$ cat src/rtl/adxl362_pkg.sv
// ============================================================================
// adxl362_pkg: state encoding, axis codes and default sample width shared by
// the ADXL362 sample sequencer. Rev 1.0
// ============================================================================
`default_nettype none

package adxl362_pkg;

  localparam int DATA_W_DEF = 12;

  localparam logic [1:0] AXIS_X = 2'd0;
  localparam logic [1:0] AXIS_Y = 2'd1;
  localparam logic [1:0] AXIS_Z = 2'd2;
  localparam logic [1:0] AXIS_T = 2'd3;

  typedef enum logic [2:0] {
    ST_IDLE   = 3'd0,
    ST_REQ_X  = 3'd1,
    ST_REQ_Y  = 3'd2,
    ST_REQ_Z  = 3'd3,
    ST_REQ_T  = 3'd4,
    ST_COMMIT = 3'd5
  } seq_state_t;

  function automatic logic is_req_state(input seq_state_t s);
    is_req_state = (s == ST_REQ_X) || (s == ST_REQ_Y) ||
                   (s == ST_REQ_Z) || (s == ST_REQ_T);
  endfunction

  function automatic logic [1:0] state_axis(input seq_state_t s);
    logic [1:0] a;
    case (s)
      ST_REQ_Y: a = AXIS_Y;
      ST_REQ_Z: a = AXIS_Z;
      ST_REQ_T: a = AXIS_T;
      default:  a = AXIS_X;
    endcase
    state_axis = a;
  endfunction

  // Acquisition order X -> Y -> Z -> T -> COMMIT.
  function automatic seq_state_t next_after_ack(input seq_state_t s);
    seq_state_t n;
    case (s)
      ST_REQ_X: n = ST_REQ_Y;
      ST_REQ_Y: n = ST_REQ_Z;
      ST_REQ_Z: n = ST_REQ_T;
      ST_REQ_T: n = ST_COMMIT;
      default:  n = ST_IDLE;
    endcase
    next_after_ack = n;
  endfunction

endpackage

`default_nettype wire

$ cat src/rtl/adxl362_sample_sequencer_if.sv
// ============================================================================
// adxl362_sample_sequencer_if: sample request/ack channel between the
// sequencer (master) and the sensor core (slave). Rev 1.0
// ============================================================================
`default_nettype none

interface adxl362_sample_sequencer_if
  import adxl362_pkg::*;
#(
  parameter int DATA_W = DATA_W_DEF
);
  logic              smp_req;
  logic [1:0]        smp_axis;
  logic              smp_ack;
  logic [DATA_W-1:0] smp_data;

  modport master (output smp_req, output smp_axis, input smp_ack, input smp_data);
  modport slave  (input smp_req, input smp_axis, output smp_ack, output smp_data);
endinterface

`default_nettype wire

$ cat src/rtl/adxl362_odr_sync.sv
// ============================================================================
// adxl362_odr_sync: 2-flop synchronizer for clk_odr plus rising-edge detector;
// o_tick is a one-cycle pulse 3 clk_sys cycles after the clk_odr edge. Rev 1.0
// ============================================================================
`default_nettype none

module adxl362_odr_sync (
  input  wire  clk_sys,
  input  wire  rst,
  input  wire  i_clk_odr,
  output logic o_tick
);

  logic r_meta;
  logic r_sync;
  logic r_sync_d;
  logic r_tick;

  always_ff @(posedge clk_sys) begin
    if (rst) begin
      r_meta   <= 1'b0;
      r_sync   <= 1'b0;
      r_sync_d <= 1'b0;
      r_tick   <= 1'b0;
    end else begin
      r_meta   <= i_clk_odr;
      r_sync   <= r_meta;
      r_sync_d <= r_sync;
      r_tick   <= r_sync & ~r_sync_d;
    end
  end

  assign o_tick = r_tick;

endmodule

`default_nettype wire

$ cat src/rtl/adxl362_sample_sequencer.sv
// ============================================================================
// adxl362_sample_sequencer: on each ODR tick fetches X/Y/Z/TEMP samples and
// commits them atomically. Optional overrun flag: ADXL362_SEQ_OVERRUN_EN. Rev 1.0
// ============================================================================
`default_nettype none

module adxl362_sample_sequencer
  import adxl362_pkg::*;
#(
  parameter int DATA_W      = DATA_W_DEF,
  parameter int ACK_TIMEOUT = 255
) (
  input  wire                        clk_sys,
  input  wire                        rst,
  input  wire                        i_clk_odr,
  input  wire                        i_enable,
  adxl362_sample_sequencer_if.master smp_if,
  output logic [DATA_W-1:0]          o_xdata,
  output logic [DATA_W-1:0]          o_ydata,
  output logic [DATA_W-1:0]          o_zdata,
  output logic [DATA_W-1:0]          o_tdata,
  output logic                       o_data_ready,
  input  wire                        i_status_rd,
  output logic                       o_err
`ifdef ADXL362_SEQ_OVERRUN_EN
  ,
  output logic                       o_overrun
`endif
);

  localparam logic [9:0] c_WAIT_LAST = 10'(ACK_TIMEOUT - 1);

  logic              w_tick;
  seq_state_t        r_state;
  seq_state_t        w_state_next;
  logic [9:0]        r_wait_cnt;
  logic              w_in_req;
  logic              w_capture;
  logic              w_commit;
  logic              w_timeout;
  logic              w_req;
  logic [1:0]        w_axis;
  logic [DATA_W-1:0] r_shd_x, r_shd_y, r_shd_z, r_shd_t;
  logic [DATA_W-1:0] r_xdata, r_ydata, r_zdata, r_tdata;
  logic              r_data_ready;
  logic              r_err;

  adxl362_odr_sync u_odr_sync (
    .clk_sys   (clk_sys),
    .rst       (rst),
    .i_clk_odr (i_clk_odr),
    .o_tick    (w_tick)
  );

  always_ff @(posedge clk_sys) begin
    if (rst) r_state <= ST_IDLE;
    else     r_state <= w_state_next;
  end

  // Abort on enable loss takes priority over a coincident ack.
  always_comb begin
    w_state_next = r_state;
    w_capture    = 1'b0;
    w_commit     = 1'b0;
    w_timeout    = 1'b0;
    w_in_req     = is_req_state(r_state);
    w_req        = w_in_req;
    w_axis       = w_in_req ? state_axis(r_state) : AXIS_X;
    case (r_state)
      ST_IDLE: begin
        if (w_tick && i_enable) w_state_next = ST_REQ_X;
      end
      ST_REQ_X, ST_REQ_Y, ST_REQ_Z, ST_REQ_T: begin
        if (!i_enable) begin
          w_state_next = ST_IDLE;
        end else if (smp_if.smp_ack) begin
          w_capture    = 1'b1;
          w_state_next = next_after_ack(r_state);
        end else if (r_wait_cnt == c_WAIT_LAST) begin
          w_timeout    = 1'b1;
          w_state_next = ST_IDLE;
        end
      end
      ST_COMMIT: begin
        w_commit     = 1'b1;
        w_state_next = ST_IDLE;
      end
      default: w_state_next = ST_IDLE;
    endcase
  end

  assign smp_if.smp_req  = w_req;
  assign smp_if.smp_axis = w_axis;

  always_ff @(posedge clk_sys) begin
    if (rst || !w_in_req || (w_state_next != r_state)) r_wait_cnt <= '0;
    else                                               r_wait_cnt <= r_wait_cnt + 10'd1;
  end

  always_ff @(posedge clk_sys) begin
    if (rst || w_timeout) begin
      r_shd_x <= '0;
      r_shd_y <= '0;
      r_shd_z <= '0;
      r_shd_t <= '0;
    end else if (w_capture) begin
      case (w_axis)
        AXIS_X: r_shd_x <= smp_if.smp_data;
        AXIS_Y: r_shd_y <= smp_if.smp_data;
        AXIS_Z: r_shd_z <= smp_if.smp_data;
        AXIS_T: r_shd_t <= smp_if.smp_data;
      endcase
    end
  end

  // Committed set and flags; a set in the same cycle as status_rd wins.
  always_ff @(posedge clk_sys) begin
    if (rst) begin
      r_xdata      <= '0;
      r_ydata      <= '0;
      r_zdata      <= '0;
      r_tdata      <= '0;
      r_data_ready <= 1'b0;
      r_err        <= 1'b0;
    end else begin
      if (w_commit) begin
        r_xdata <= r_shd_x;
        r_ydata <= r_shd_y;
        r_zdata <= r_shd_z;
        r_tdata <= r_shd_t;
      end
      if (w_commit)         r_data_ready <= 1'b1;
      else if (i_status_rd) r_data_ready <= 1'b0;
      if (w_timeout)        r_err <= 1'b1;
      else if (i_status_rd) r_err <= 1'b0;
    end
  end

`ifdef ADXL362_SEQ_OVERRUN_EN
  logic r_overrun;

  always_ff @(posedge clk_sys) begin
    if (rst)                                                      r_overrun <= 1'b0;
    else if ((w_commit && r_data_ready) || (w_tick && r_state != ST_IDLE)) r_overrun <= 1'b1;
    else if (i_status_rd)                                         r_overrun <= 1'b0;
  end

  assign o_overrun = r_overrun;
`endif

  assign o_xdata      = r_xdata;
  assign o_ydata      = r_ydata;
  assign o_zdata      = r_zdata;
  assign o_tdata      = r_tdata;
  assign o_data_ready = r_data_ready;
  assign o_err        = r_err;

endmodule

`default_nettype wire

$ cat src/flat_wrapper.sv
// flat-port wrapper written by rule: the top's interface ports become plain ports
module adxl362_sample_sequencer_flat import adxl362_pkg::*;
#(
  parameter int DATA_W      = DATA_W_DEF,
  parameter int ACK_TIMEOUT = 255
)
  (clk_sys, rst, i_clk_odr, i_enable, o_xdata, o_ydata, o_zdata, o_tdata, o_data_ready, i_status_rd, o_err, smp_if_smp_req, smp_if_smp_axis, smp_if_smp_ack, smp_if_smp_data);
  adxl362_sample_sequencer_if #(.DATA_W(DATA_W)) smp_if_i ();
  input  wire clk_sys;
  input  wire rst;
  input  wire i_clk_odr;
  input  wire i_enable;
  output logic [DATA_W-1:0] o_xdata;
  output logic [DATA_W-1:0] o_ydata;
  output logic [DATA_W-1:0] o_zdata;
  output logic [DATA_W-1:0] o_tdata;
  output logic o_data_ready;
  input  wire i_status_rd;
  output logic o_err;
  output wire logic [$bits(smp_if_i.smp_req)-1:0] smp_if_smp_req;
  output wire logic [$bits(smp_if_i.smp_axis)-1:0] smp_if_smp_axis;
  input wire logic [$bits(smp_if_i.smp_ack)-1:0] smp_if_smp_ack;
  input wire logic [$bits(smp_if_i.smp_data)-1:0] smp_if_smp_data;
  assign smp_if_smp_req = smp_if_i.smp_req;
  assign smp_if_smp_axis = smp_if_i.smp_axis;
  assign smp_if_i.smp_ack = smp_if_smp_ack;
  assign smp_if_i.smp_data = smp_if_smp_data;
  adxl362_sample_sequencer #(.DATA_W(DATA_W), .ACK_TIMEOUT(ACK_TIMEOUT)) u_core (.clk_sys(clk_sys), .rst(rst), .i_clk_odr(i_clk_odr), .i_enable(i_enable), .smp_if(smp_if_i), .o_xdata(o_xdata), .o_ydata(o_ydata), .o_zdata(o_zdata), .o_tdata(o_tdata), .o_data_ready(o_data_ready), .i_status_rd(i_status_rd), .o_err(o_err));
endmodule
$ cat config.mk
export PLATFORM = sky130hd
export DESIGN_NAME = adxl362_sample_sequencer_flat
export DESIGN_NICKNAME = d
export VERILOG_FILES = /design/src/rtl/adxl362_pkg.sv /design/src/rtl/adxl362_sample_sequencer_if.sv /design/src/rtl/adxl362_odr_sync.sv /design/src/rtl/adxl362_sample_sequencer.sv /design/src/flat_wrapper.sv
export SDC_FILE = /design/constraint.sdc
export NUM_CORES = 1
export LEC_CHECK = 0
export BUFFER_PORTS_ARGS = -buffer_cell sky130_fd_sc_hd__buf_2
export CAP_MARGIN = 20
export CORE_UTILIZATION = 50
export CTS_CLUSTER_DIAMETER = 120
export CTS_CLUSTER_SIZE = 8
export DETAILED_ROUTE_END_ITERATION = 10
export GPL_ROUTABILITY_DRIVEN = 0
export PLACE_DENSITY = 0.75
export SLEW_MARGIN = 30
export SYNTH_ARGS = -nofsm -noshare
export SYNTH_HDL_FRONTEND = slang
export SYNTH_SLANG_ARGS = --single-unit
$ cat constraint.sdc
create_clock -name clk_sys -period 1.6 [get_ports clk_sys]
set_clock_uncertainty 0.1 [all_clocks]
set_input_delay 0.16 -clock clk_sys [delete_from_list [all_inputs] [get_ports clk_sys]]
set_output_delay 0.16 -clock clk_sys [all_outputs]
set_load 0.01 [all_outputs]
==> impl_metrics.py <==
metrics = {
    "timing": {
        "tns_ps": -10040,
        "finalHoldViolCount": 0,
        "rsz0062_at_grt": "true",
        "max_freq_ghz": 0.553,
        "maxSlewViolCount": 0,
        "hold_slack_ps": 94.9,
        "max_slew.worst_pin.slew_ps": 319,
        "fin_crit_ps": 1810,
        "slew_headroom": 0.781,
        "fin_ws_ps": -207,
        "finalSetupViolCount": 62,
        "timing.final.crit_share": 1.13,
    },
    "worst_hold_path": {
        "hold_class": "in -> reg",
        "whs_path_depth": 5,
        "min_to": "u_core.o_err$_SDFFE_PP0P_",
        "hold_start": "smp_if_smp_ack",
    },
    "synthesis": {
        "syn_avg_cell_area_um2": 9.12,
        "ys_seq_elements": 115,
        "seq_area_frac_synth": 0.518,
        "postSynthCellCount": 487,
        "syn_nets": 507,
        "synth.distinct_cells": 43,
        "synth-edff-count": 0,
        "async_reset_ff_frac": 0,
        "synthFlopType": "dfxtp_1",
        "syn_area_um2": 4440,
        "synth_warnings": 0,
    },
    "grt": {
        "grt_pass1_wl_um": 18000,
        "grtUsageTotal": 0.265,
        "grt_start_max_net_pins": 50,
        "grt_pass1_vias": 3750,
        "globalRouteOverflowTotal": 0,
        "grt_antenna_before_repair": 0,
    },
    "worst_setup_path": {
        "r2r_slack_ps": -210,
        "critical_path_class": "reg -> reg",
        "reg2reg_from": "u_core.r_state[1]$_SDFF_PP0_",
        "crit_path_max_fanout": 8,
        "start_kind": "flip-flop",
        "critPathRequiredTime_ps": 1900,
        "crit_start": "u_core.r_state[1]$_SDFF_PP0_",
        "r2r-end": "u_core.r_shd_x[6]$_SDFFE_PP0P_",
        "worstPathArrival_ps": 2110,
        "worst_r2r_path_depth": 6,
        "end_kind": "flip-flop",
    },
    "floorplanning": {
        "die_x_um": 96.2,
        "start_util": 0.512,
        "core_um2": 8680,
        "die_h_um": 96.2,
        "die_area_um2": 9260,
        "fp-row-count": 34,
        "ios": 71,
    },
    "clock_tree": {
        "clk_latency_ps": 510,
        "cts_root_buf": "clkbuf_8",
        "cts_sinks": 115,
        "clockBufferDepth": 2,
        "cts_made_buffers": 17,
        "cts_tree": "yes",
        "htreeDepth": 4,
        "clkTransAtPathRegs_ps": 60,
    },
    "routing": {
        "wl_met3_um": 1040,
        "first_pass_iters": 5,
        "route.met2.wl_um": 7540,
        "avgRoutedWirePerCell_um": 20.2,
        "wirelength_met1_um": 5640,
        "detail-route-antenna-nets": 0,
        "avgViaCountPerCell": 5.68,
        "drt_iter0_drc": 291,
        "drc": 0,
        "totalWireLength_um": 14800,
        "top_layer": "met4",
        "vias": 4178,
    },
    "power": {
        "p_leak_nw": 2.52,
        "power.density_nw_per_um2": 1030,
        "vdd_ir_drop_max_mv": 0.896,
    },
    "cells_and_area": {
        "diodes": 0,
        "layout-drive-gt1-share": 0.405,
        "area_delta_synth_final_pct": 53.3,
        "layout.cells.non_filler": 735,
        "nets": 634,
    },
    "place": {
        "dp.cells": 666,
        "hpwlAfterDp_um": 6920,
        "portBuffers": 70,
        "dp_slack_ps": -211,
    },
    "status": {
        "violations": "negative setup slack",
        "outcome": "complete, but fails checks",
    },
    "flow_run": {
        "cap_violations": 0,
    },
}
-- worst max-delay path: stages, from the launching register on --
cell       delay (ps)
dfxtp_4           350
nor2_4            120
buf_4             140
mux2i_4           280
a41o_4            410
clkbuf_16         240
nor2_2             50
-- timing repair --
item	4_1_cts	5_1_grt
endpoints found under the setup margin	104	100
pin swaps	5	40
resized for setup	37	121
setup buffers	9	2
hold buffers	16	0
cloned	2	9
endpoints found under the hold margin	52	0
-- cells in the mapped netlist (2+ instances only) --
cell      instances  area (um^2)
dfxtp_1         115         2300
nand2_1         102          383
a21oi_1          55          275
nor2_1           55          206
mux2i_1          49          490
buf_2            13         65.1
nor4b_1          11         96.3
clkbuf_1          7         26.3
o21ai_0           7         35.0
buf_4             6         45.0
nand4_1           5         31.3
nor2b_1           5         31.3
buf_6             4         45.0
inv_1             4         15.0
nand2b_1          4         25.0
nand3_1           4         20.0
or3_1             4         25.0
xnor2_1           4         35.0
a21oi_2           2         17.5
and2_1            2         12.5
and2b_1           2         15.0
buf_1             2         7.51
ha_1              2         25.0
nor2_2            2         12.5
nor3_1            2         10.0
nor3b_1           2         15.0
-- final cells by class --
cell class | instances | area [um^2]
Clock buffer | 17 | 414
Clock inverter | 15 | 191
Fill cell | 523 | 1870
Inverter | 4 | 15.0
Multi-Input combinational cell | 336 | 2550
Sequential cell | 115 | 2310
Tap cell | 108 | 135
Timing Repair Buffer | 140 | 1180
-- power by group --
part           leakage, nW  internal [mW]  switching (mW)  total [mW]
Sequential           0.930           2.87         0.00253        2.87
Clock                0.288           2.41            1.48        3.89
Combinational         1.30          0.114           0.163       0.277
-- per-stage QoR --
stage	cell area, um^2	total power [mW]	util
after floorplan	4450	3.01	-
after global placement	5070	3.07	0.584
after detailed placement	5070	3.07	0.584
after CTS	6090	6.92	0.701
after global routing	6810	7.22	0.784
final	6810	7.04	0.784
-- cells in the final DEF, fill, tap and decap left out, types with 8 or more instances in the layout --
cell,n
buf_4,26
mux2i_1,29
inv_6,8
dlygate4sd3_1,16
buf_6,9
buf_2,71
dfxtp_1,110
buf_12,8
clkbuf_16,22
nor2_1,15
nand2_1,100
mux2i_2,9
mux2i_4,11
a21oi_1,55
nor2_2,16
nor2_4,26
-- state kept, by name, indices dropped and copies added, names as in the netlist, 3 cells and up --
name               flops
u_core.r_wait_cnt     10
u_core.r_state         3
u_core.r_shd_x        12
u_core.o_tdata        12
u_core.o_xdata        12
u_core.r_shd_t        12
u_core.o_zdata        12
u_core.o_ydata        12
u_core.r_shd_z        12
u_core.r_shd_y        12
-- cells by family (layout without fill, tap and decap cells) --
kind of cell / count (synthesis) / count (layout) / synth area share
compound gates: 72 / 72 / 0.0896
xor+xnor: 5 / 5 / 0.00986
fa+ha+maj: 2 / 2 / 0.00563
buf+inv: 36 / 176 / 0.0459
flops: 115 / 115 / 0.518
mux: 50 / 50 / 0.113
simple gates: 207 / 207 / 0.218
-- layer usage --
| layer | GRT usage | vias up |
|---|---|---|
| met2 | 0.454 | 211 |
| li1 | - | 1916 |
| met3 | 0.0790 | 56 |
| met1 | 0.306 | 1995 |
| met4 | 0.109 | 0 |
| met5 | 0 | - |
-- worst max-delay path by stage --
stage / endpoint / slack, ps
after global placement: u_core.r_wait_cnt[8]$_SDFF_PP0_ / -100
after global routing: u_core.r_wait_cnt[9]$_SDFF_PP0_ / -260
after CTS: u_core.r_wait_cnt[3]$_SDFF_PP0_ / -110
final: u_core.r_shd_x[6]$_SDFFE_PP0P_ / -210
after detailed placement: u_core.r_wait_cnt[4]$_SDFF_PP0_ / -210
after floorplan: u_core.r_shd_t[0]$_SDFFE_PP0P_ / -30
(Power assumes the default switching activity.)
